**config.mk**
```make
export PLATFORM = sky130hd
export DESIGN_NAME = console_tx_queue
export DESIGN_NICKNAME = d
export VERILOG_FILES = /design/src/rtl/console_pkg.sv /design/src/rtl/sync_fifo.sv /design/src/rtl/console_tx_queue.sv
export SDC_FILE = /design/constraint.sdc
export NUM_CORES = 1
export LEC_CHECK = 0
export CAP_MARGIN = 20
export CORE_UTILIZATION = 55
export DETAILED_ROUTE_END_ITERATION = 8
export DONT_BUFFER_PORTS = 1
export PLACE_DENSITY = 0.7
export SLEW_MARGIN = 20
export SYNTH_ARGS = -nofsm -noshare
export SYNTH_HDL_FRONTEND = slang
export SYNTH_SLANG_ARGS = --single-unit
```
**constraint.sdc**
```tcl
create_clock -name clk_i -period 12.72 [get_ports clk_i]
set_input_delay 1.908 -clock clk_i [delete_from_list [all_inputs] [get_ports clk_i]]
set_output_delay 1.908 -clock clk_i [all_outputs]
set_load 0.005 [all_outputs]
```
**src/rtl/console_pkg.sv**
```systemverilog
// Shared constants and types for the console transmit queue: MMIO offsets,
// queued entry layout and STATUS register bit positions.
package console_pkg;

    localparam logic [7:0] CONSOLE_STATUS_ADDR   = 8'h00;
    localparam logic [7:0] CONSOLE_CHAR_OUT_ADDR = 8'h04;
    localparam logic [7:0] CONSOLE_SIM_CTRL_ADDR = 8'h08;

    localparam int unsigned STATUS_EMPTY_BIT = 0;
    localparam int unsigned STATUS_FULL_BIT  = 1;
    localparam int unsigned STATUS_LEVEL_LSB = 8;

    typedef struct packed {
        logic [7:0]  off;
        logic [31:0] data;
    } console_entry_t;

endpackage

```
**src/rtl/sync_fifo.sv**
```systemverilog
// Single-clock FIFO with registered storage, free-running wrap-around pointers
// and an explicit fill-level counter; push at full and pop at empty are ignored.
module sync_fifo #(
    parameter int unsigned WIDTH = 8,
    parameter int unsigned DEPTH = 16
) (
    input  logic                     clk_i,
    input  logic                     rst_i,
    input  logic                     push_i,
    input  logic                     pop_i,
    input  logic [WIDTH-1:0]         wdata_i,
    output logic [WIDTH-1:0]         rdata_o,
    output logic                     full_o,
    output logic                     empty_o,
    output logic [$clog2(DEPTH):0]   level_o
);
    localparam int unsigned AW = $clog2(DEPTH);

    logic [WIDTH-1:0] mem_q [DEPTH];
    logic [AW-1:0]    wptr_q, wptr_d, rptr_q, rptr_d;
    logic [AW:0]      level_q, level_d;
    logic             do_push, do_pop;

    always_comb begin
        full_o  = (level_q == (AW+1)'(DEPTH));
        empty_o = (level_q == '0);
        level_o = level_q;
        rdata_o = mem_q[rptr_q];
        do_push = push_i & ~full_o;
        do_pop  = pop_i & ~empty_o;
        wptr_d  = wptr_q;
        rptr_d  = rptr_q;
        level_d = level_q;
        if (do_push) wptr_d = wptr_q + 1'b1;
        if (do_pop)  rptr_d = rptr_q + 1'b1;
        case ({do_push, do_pop})
            2'b10:   level_d = level_q + 1'b1;
            2'b01:   level_d = level_q - 1'b1;
            default: level_d = level_q;
        endcase
    end

    always_ff @(posedge clk_i) begin
        if (!rst_i) begin
            wptr_q  <= '0;
            rptr_q  <= '0;
            level_q <= '0;
        end else begin
            wptr_q  <= wptr_d;
            rptr_q  <= rptr_d;
            level_q <= level_d;
        end
    end

    always_ff @(posedge clk_i) begin
        if (do_push) mem_q[wptr_q] <= wdata_i;
    end

endmodule

```
**src/rtl/console_tx_queue.sv**
```systemverilog
// MMIO front end for the simulation console: queues CHAR_OUT/SIM_CTRL writes,
// back-pressures the bus at full and drains entries in order at a fixed pace.
module console_tx_queue
    import console_pkg::*;
#(
    parameter int unsigned Depth         = 16,
    parameter int unsigned DrainInterval = 1
) (
    input  logic        clk_i,
    input  logic        rst_i,
    input  logic        req_i,
    input  logic        we_i,
    input  logic [31:0] addr_i,
    input  logic [31:0] wdata_i,
    output logic        gnt_o,
    output logic        rvalid_o,
    output logic [31:0] rdata_o,
    output logic        con_req_o,
    output logic        con_we_o,
    output logic [31:0] con_addr_o,
    output logic [31:0] con_wdata_o
);
    localparam int unsigned LW = $clog2(Depth) + 1;
    localparam int unsigned CW = (DrainInterval > 1) ? $clog2(DrainInterval) : 1;

    logic [7:0]     off;
    logic           unused_addr;
    logic           fifo_full, fifo_empty;
    logic [LW-1:0]  fifo_level;
    console_entry_t wr_entry, head;
    logic           mapped_wr, push, pop, rd_req;
    logic [31:0]    status;

    logic [CW-1:0]  drain_q, drain_d;
    logic           con_req_q;
    logic [31:0]    con_addr_q, con_addr_d, con_wdata_q, con_wdata_d;
    logic           rvalid_q;
    logic [31:0]    rdata_q, rdata_d;

    assign off         = addr_i[7:0];
    assign unused_addr = ^addr_i[31:8];

    always_comb begin
        mapped_wr = (off == CONSOLE_CHAR_OUT_ADDR) || (off == CONSOLE_SIM_CTRL_ADDR);
        // Full is taken before this cycle's pop, so a draining slot is only reusable next cycle
        gnt_o     = req_i & (~we_i | ~fifo_full);
        push      = req_i & we_i & ~fifo_full & mapped_wr;
        pop       = ~fifo_empty & (drain_q == '0);
        rd_req    = req_i & ~we_i;
        wr_entry.off  = off;
        wr_entry.data = wdata_i;

        status                              = '0;
        status[STATUS_EMPTY_BIT]            = fifo_empty;
        status[STATUS_FULL_BIT]             = fifo_full;
        status[STATUS_LEVEL_LSB +: 8]       = 8'(fifo_level);

        drain_d = drain_q;
        if (pop)                 drain_d = CW'(DrainInterval - 1);
        else if (drain_q != '0)  drain_d = drain_q - 1'b1;

        con_addr_d  = con_addr_q;
        con_wdata_d = con_wdata_q;
        if (pop) begin
            con_addr_d  = {24'h0, head.off};
            con_wdata_d = head.data;
        end

        rdata_d = '0;
        if (rd_req && (off == CONSOLE_STATUS_ADDR)) rdata_d = status;
    end

    sync_fifo #(
        .WIDTH ($bits(console_entry_t)),
        .DEPTH (Depth)
    ) u_fifo (
        .clk_i   (clk_i),
        .rst_i   (rst_i),
        .push_i  (push),
        .pop_i   (pop),
        .wdata_i (wr_entry),
        .rdata_o (head),
        .full_o  (fifo_full),
        .empty_o (fifo_empty),
        .level_o (fifo_level)
    );

    always_ff @(posedge clk_i) begin
        if (!rst_i) begin
            drain_q     <= '0;
            con_req_q   <= 1'b0;
            con_addr_q  <= '0;
            con_wdata_q <= '0;
            rvalid_q    <= 1'b0;
            rdata_q     <= '0;
        end else begin
            drain_q     <= drain_d;
            con_req_q   <= pop;
            con_addr_q  <= con_addr_d;
            con_wdata_q <= con_wdata_d;
            rvalid_q    <= rd_req;
            rdata_q     <= rdata_d;
        end
    end

    assign con_req_o   = con_req_q;
    assign con_we_o    = con_req_q;
    assign con_addr_o  = con_addr_q;
    assign con_wdata_o = con_wdata_q;
    assign rvalid_o    = rvalid_q;
    assign rdata_o     = rdata_q;

endmodule
```
# Word level (Yosys, flattened, before mapping)
# Memories as Yosys holds them, arrays and structs flattened. A register that Yosys moved wholly into a read port is not among the register bits.
# Cells that the tools add are included.
[op_classes]
div = 0
eq_ne = 5
n_mux = 3
magnitude_cmp = 0
mul = 0
addsub = 5
shifts = 0
bitwise = 14
reduce_logical = 8
[op_table]
columns = ["operator", "count"]
rows = [
  ["$pmux W5 S2", 1],
  ["$add A4 B1 Y4 const B", 2],
  ["$and A1 B1 Y1", 8],
  ["$eq A8 B3 Y1 const B", 1],
  ["$eq A8 B4 Y1 const B", 1],
  ["$logic_not A8 Y1", 1],
  ["$add A5 B1 Y5 const B", 1],
  ["$eq A5 B5 Y1 const B", 1],
  ["$logic_not A5 Y1", 1],
  ["$not A1 Y1", 5],
  ["$sub A5 B1 Y5 const B", 1],
  ["$reduce_or A3 Y1", 1],
  ["$eq A2 B1 Y1 const B", 1],
  ["$eq A2 B2 Y1 const B", 1],
  ["$mux W1", 2],
  ["$reduce_and A2 Y1", 1],
  ["$reduce_bool A2 Y1", 1],
  ["$logic_and A1 B1 Y1", 1],
  ["$logic_not A1 Y1", 1],
  ["$logic_or A1 B1 Y1", 1],
  ["$or A1 B1 Y1", 1],
  ["$sub A1 B1 Y1 const B", 1],
]
[totals]
ff_bits = 48
latchBits = 0
elab_cells = 44
ram_bits = 640
memories = 1
in_bits = 68
rom_bits = 0
[mem_list]
columns = ["name", "words", "width", "rd", "rd_ports_with_merged_regs", "write_ports", "line", "text"]
rows = [
  ["u_fifo.mem_q", 16, 40, 1, 1, 1, "sync_fifo.sv:19", "logic [WIDTH-1:0] mem_q [DEPTH];"],
]

# Logic depth before layout (Yosys ltp)
[logic_depth]
depth_word = 7
mapped_depth = 14
ltp_nobuf = 11

# Cells and area by module
# A second synthesis with hierarchy kept.
[unflattened]
hier_cells = 1375
hier_area_um2 = 27322.5
[modules_own_cells]
columns = ["mod", "n_inst", "area_per_inst_um2", "cells_per_inst"]
rows = [
  ["sync_fifo", 1, 24861.3, 1105],
  ["console_tx_queue", 1, 2461.1, 270],
]

# Worst setup path before layout
# Ideal clock, no wire load.
[synth_timing]
path_type = "input port to flip-flop"
start = "in addr_i[1]"
end = "mem u_fifo.mem_q[3][0] (netlist name) (enable)"
t_arrival_ns = 5.454
required_time_ns = 12.233
setup_time_ns = 0.487
slack_ns = 6.779
cell_stages = 4
path_buffers = 0
cell_sequence = "nor4_1 > o211a_1 > nand3_1 > nor3_1"
[synth_between]
elab_chain_cells = 6
elab_cells_between_ends = 7
classes_between = "eq/ne: 2; mux: 2; bitwise: 2; reduce/logical: 1"
[synth_lines]
columns = ["element", "line", "text"]
rows = [
  ["from (decl)", "console_tx_queue.sv:13", "input logic [31:0] addr_i,"],
  ["$eq A8 B3 Y1 or $eq A8 B4 Y1 (tied branches)", "console_tx_queue.sv:44", "mapped_wr = (off == CONSOLE_CHAR_OUT_ADDR) || (off == CONSOLE_SIM_CTRL_ADDR);"],
  ["$logic_or A1 B1 Y1 (*)", "console_tx_queue.sv:44", ""],
  ["$and A1 B1 Y1 (*)", "console_tx_queue.sv:47", "push = req_i & we_i & ~fifo_full & mapped_wr;"],
  ["$and A1 B1 Y1 (*)", "sync_fifo.sv:29", "do_push = push_i & ~full_o;"],
  ["$mux W1 (*)", "sync_fifo.sv:56", "if (do_push) mem_q[wptr_q] <= wdata_i;"],
  ["$mux W1 (implied by the code) (*)", "sync_fifo.sv:56", ""],
  ["to (decl)", "sync_fifo.sv:19", ""],
]
# Mark *: on every way between the ends. The rest lies on a longest branch, timed or not.

# Final worst setup path
[layout_timing]
start = "in addr_i[1]"
end = "reg u_fifo.level_q[4], in the netlist u_fifo.level_o[4]"
[layout_between]
elab_chain_cells = 6
elab_cells_between_ends = 9
classes_between = "eq/ne: 4; mux: 1; bitwise: 2; reduce/logical: 2"
[layout_lines]
columns = ["element", "line", "text"]
rows = [
  ["$eq A8 B3 Y1 or $eq A8 B4 Y1 (tied branches)", "console_tx_queue.sv:44", ""],
  ["$logic_or A1 B1 Y1 (*)", "console_tx_queue.sv:44", ""],
  ["$and A1 B1 Y1 (*)", "console_tx_queue.sv:47", ""],
  ["$and A1 B1 Y1 (*)", "sync_fifo.sv:29", ""],
  ["$eq A2 B1 Y1 or $eq A2 B2 Y1 (tied branches)", "sync_fifo.sv:36", "case ({do_push, do_pop})"],
  ["$pmux W5 S2 or $reduce_bool A2 Y1 (tied branches)", "n/a", ""],
  ["to (signal assigned)", "sync_fifo.sv:51", "level_q <= level_d;"],
  ["to (decl)", "sync_fifo.sv:21", "logic [AW:0] level_q, level_d;"],
]
# Marks and branches as above.
# A chain may end at the register's enable or synchronous reset.

==> results.rst <==
.. list-table::
   :header-rows: 1

   * - Metric
     - Value
   * - Starting Density
     - a little under three fifths
   * - Number of iterations in the first detailed-routing pass
     - 5
   * - Die extent in x
     - 224 um
   * - Minimum clock period
     - 4.55 ns
   * - # clock sinks
     - around 700
   * - Clock buffer depth
     - 3
   * - Total length of routed met3 wires
     - roughly 3700 um
   * - Leading cell types by total area after synthesis
     - sky130_fd_sc_hd__edfxtp_1 (71%), sky130_fd_sc_hd__mux4_2 (13%), sky130_fd_sc_hd__dfxtp_1 (4.7%), sky130_fd_sc_hd__mux2_2 (1.7%), sky130_fd_sc_hd__buf_4 (1.6%)
   * - CTS resizes
     - 0
   * - Cts-stage hold buffer count
     - 0
   * - Max-slew headroom
     - 21.3%
   * - Antenna Nets Post-Route
     - 0
   * - Minimum setup slack among reg-to-reg paths
     - 9.05 ns
   * - Post-detailed-route via-to-cell ratio
     - 6.05
   * - Worst setup EP type
     - flop
   * - Ratio of cells with drive above 1 in the final layout
     - 26.0%
   * - Placeable core region
     - a little under 50000 um2
   * - Latest clock arrival within the worst-skew pair
     - 0.59 ns
   * - Area of combinational cells with multiple inputs
     - 6040 um2
   * - Placed inst area
     - approximately 28000 um2
   * - Worst Hold Class
     - flop to flop
   * - Cell at the slowest stage of the critical path
     - sky130_fd_sc_hd__nor4_1
   * - CTS tree
     - built
   * - Pin count of the biggest net entering global routing
     - between 100 and 150
   * - Peak Freq
     - between 0.2 and 0.25 GHz
   * - Proportion of register bits with asynchronous set or reset after synthesis
     - 0%
   * - Post-Route WL
     - between 50000 and 60000 um
   * - Share of the clock period used by the worst path
     - 35.8%
   * - Length in cells of the worst reg-to-reg path
     - 5
   * - Clock-pin slew on the worst setup and hold paths
     - 0.06 ns
   * - Global-route total usage across every layer
     - roughly a fifth
   * - Worst Path Class, Setup
     - primary input to flop
   * - Static Leak
     - 0.00924 uW
   * - Number of nets in the final layout
     - 1366
   * - Wire length of the first global-routing pass
     - 78100 um
   * - Total number of vias
     - around 12k
   * - Largest area contributor in the synthesized netlist
     - sky130_fd_sc_hd__edfxtp_1
   * - Slew Viols, Final
     - 0
   * - Worst r2r dst
     - con_wdata_o[13]
   * - Hold path cells
     - 1
   * - Delay-heaviest family, CP
     - simple AND/OR/NAND/NOR gates
   * - Synth cell count leaders
     - sky130_fd_sc_hd__edfxtp_1 (640), sky130_fd_sc_hd__mux4_2 (160), sky130_fd_sc_hd__dfxtp_1 (63)
   * - Setup bufs post-CTS
     - 0
   * - Count of buffers from port buffering
     - 0
   * - Met1 WL
     - ~22000 um
   * - Clk root buf
     - sky130_fd_sc_hd__clkbuf_16
   * - Number of global-route vias before repair
     - around 13k
   * - Share of the synthesized area in the top cell type
     - 71.0%
   * - Synth Instances
     - between 1k and 1.5k
   * - CTS Buf Count
     - 69
   * - Required time of the critical path
     - approximately 13 ns
   * - Count of flip-flops with a built-in enable after synthesis
     - 640
   * - Number of antenna violations at the first check in global routing
     - 1
   * - Placer's final routability congestion estimate
     - 0.736
   * - Worst setup skew after layout
     - ~0.015 ns
   * - Worst path cell trace
     - nor4_1 -> o211a_1 -> and2_4 -> inv_1 -> ha_1 -> ha_1 -> a31oi_1 -> o2bb2ai_1 -> or4_1 -> nand4_1
   * - Worst-path maximum fanout
     - 17
   * - Power Density
     - 177 nW/um2
   * - Peak ir drop on the vdd network
     - between 0.00015 and 0.0002 V
   * - Arrival time reported for the critical path endpoint
     - around 5.1 ns
   * - Launching point of the worst reg2reg path
     - u_fifo.rptr_q[1]
   * - Post-route cell area
     - between 20000 and 30000 um2
   * - Leading register cell type out of synthesis
     - sky130_fd_sc_hd__edfxtp_1
   * - Delay of the slowest cell on the worst path
     - approximately 0.96 ns
   * - Worst path buffer plus inverter count
     - 1
   * - Average size of a mapped cell
     - approximately 22 um2
   * - Dominant cell by count in the synthesized netlist
     - sky130_fd_sc_hd__edfxtp_1
   * - Number of inserted diodes
     - 0
   * - Layout overhead on the synthesized area
     - 9.99%
   * - Number of fillers in the final layout
     - ~3.2k
   * - Number of primary I/O pins
     - 168
   * - Hold worst-path end
     - con_wdata_o[26]
   * - FF+latch area
     - 20500 um2
   * - Total gr overflow
     - 0
   * - Placed wire-length estimate after detailed placement
     - roughly 26000 um
   * - H-tree levels
     - 3
   * - Launch instance of the worst min-delay path
     - con_wdata_o[26]
   * - Average wire per standard cell
     - 26.0 um
   * - Register bit total from synthesis
     - 703
   * - Hold violation total from the final report
     - 0
   * - Cell repeated most along the worst path
     - sky130_fd_sc_hd__ha_1
   * - Final setup violation count
     - 0
   * - Sequential area share after synthesis
     - ~76%
   * - Sort of element at the start of the critical path
     - primary input
   * - Setup Total Neg Slack
     - 0 ns
   * - Max-capacitance violation count
     - 0
   * - Top routing layer used
     - met4
   * - Iteration-0 DRC count of the detailed router
     - 1313
   * - Distinct cells, synth
     - 46
   * - Summed instance area of the synthesized netlist
     - roughly 27000 um2
   * - DIE AREA
     - 50100 um2
   * - RSZ-0062 raised after global routing
     - no
   * - Result of the run
     - finished clean
   * - Worst-Margin Slew
     - 1.17 ns
   * - Met2 wire length
     - 25100 um
   * - Yosys Warn Count
     - 0
   * - Height of the die
     - 224 um
   * - Number of DRC violations after detailed routing
     - 0
   * - Row count
     - 80
## stage by stage
stage               instances  total power (uW)  hold WS (ns)  utilization (%)  setup WS [ns]
finish                   1997              5270         0.522             61.9           8.17
global route             1997              5450         0.544             61.9           8.01
CTS                      1997              5330         0.529             61.9           8.24
detailed placement       1874              3340         0.515             57.3           7.64
global placement         1874              3340         0.513             57.3           7.65
floorplan                1308              3270         0.479                -           6.78
## how the worst max path moves through the flow
| stage | from | end | slack (ns) | cells past startpoint |
|---|---|---|---|---|
| floorplan | addr_i[1] | u_fifo.mem_q[3][0] | 6.78 | 4 |
| finish | addr_i[1] | u_fifo.level_o[4] | 8.17 | 10 |
| CTS | addr_i[1] | u_fifo.level_o[4] | 8.24 | 10 |
| global route | addr_i[1] | u_fifo.level_o[4] | 8.01 | 10 |
| detailed placement | addr_i[1] | u_fifo.level_o[4] | 7.64 | 10 |
| global placement | addr_i[1] | u_fifo.level_o[4] | 7.65 | 10 |
## cell families (layout without fill, tap and decap cells)
family | Yosys count | in the layout | synth area share (%)
AOI/OAI and AO/OA | 61 | 61 | 2.07
and+or+nand+nor | 113 | 113 | 2.14
buffers and inverters | 121 | 154 | 2.93
xor gates and xnor gates | 7 | 7 | 0.226
other | 1 | 50 | 0.0138
muxes | 244 | 244 | 16.6
adders and majority gates | 9 | 9 | 0.416
DFF | 703 | 703 | 75.6
## metal layers
| metal | vias to the layer above | track usage (%) |
|---|---|---|
| met5 | - | 0 |
| met4 | 0 | 6.94 |
| met3 | 84 | 4.87 |
| met2 | 391 | 33.6 |
| met1 | 6425 | 29.6 |
| li1 | 5174 | - |
## placed cells by master, fill, tap and decap left out, types with 2 or more instances in the layout
cell / n
sky130_fd_sc_hd__nand3b_1: 3
sky130_fd_sc_hd__and2_1: 10
sky130_fd_sc_hd__mux4_2: 160
sky130_fd_sc_hd__nor2_1: 50
sky130_fd_sc_hd__clkbuf_16: 73
sky130_fd_sc_hd__nor2b_1: 3
sky130_fd_sc_hd__nor4_1: 2
sky130_fd_sc_hd__nand4_1: 2
sky130_fd_sc_hd__bufinv_16: 4
sky130_fd_sc_hd__dfxtp_1: 60
sky130_fd_sc_hd__edfxtp_1: 640
sky130_fd_sc_hd__ha_1: 9
sky130_fd_sc_hd__clkbuf_1: 20
sky130_fd_sc_hd__a21boi_0: 2
sky130_fd_sc_hd__nand2_1: 5
sky130_fd_sc_hd__xnor2_1: 2
sky130_fd_sc_hd__xor2_1: 5
sky130_fd_sc_hd__clkinv_2: 10
sky130_fd_sc_hd__mux2i_1: 44
sky130_fd_sc_hd__clkbuf_8: 8
sky130_fd_sc_hd__clkinv_1: 6
sky130_fd_sc_hd__o21ai_0: 3
sky130_fd_sc_hd__nand3_1: 7
sky130_fd_sc_hd__a21oi_1: 6
sky130_fd_sc_hd__and3_2: 14
sky130_fd_sc_hd__a221o_1: 40
sky130_fd_sc_hd__o211ai_1: 2
sky130_fd_sc_hd__mux2_2: 40
sky130_fd_sc_hd__nand2b_1: 3
sky130_fd_sc_hd__buf_4: 23
sky130_fd_sc_hd__conb_1: 50
sky130_fd_sc_hd__a211oi_1: 2
sky130_fd_sc_hd__inv_1: 6
sky130_fd_sc_hd__dfxtp_4: 3
sky130_fd_sc_hd__and3_1: 2
## cell type report
cell class                 instances  area share [%]
multi-input combinational        484            20.3
tap                              656            2.76
sequential                       703            68.8
clock inverter                    22           0.706
inverter                           7          0.0882
clock buffer                     101            6.75
timing repair buffer              24           0.647
## power by group
part	total [uW]	switching (uW)	leakage [uW]	internal, uW
combinational	635	262	0.00188	372
clock	1990	810	0.00109	1180
sequential	2640	85.3	0.00626	2560
total	5270	1160	0.00924	4110
## state kept, by name, indices dropped and copies added (netlist names)
register and flops:
rvalid_o 1, u_fifo.mem_q 640, con_wdata_o 32, con_addr_o 8, con_req_o 1, u_fifo.rptr_q 4, rdata_o 7, drain_q 1
u_fifo.level_o 5, u_fifo.wptr_q 4
Note: power is estimated with default switching activity, not from simulation.
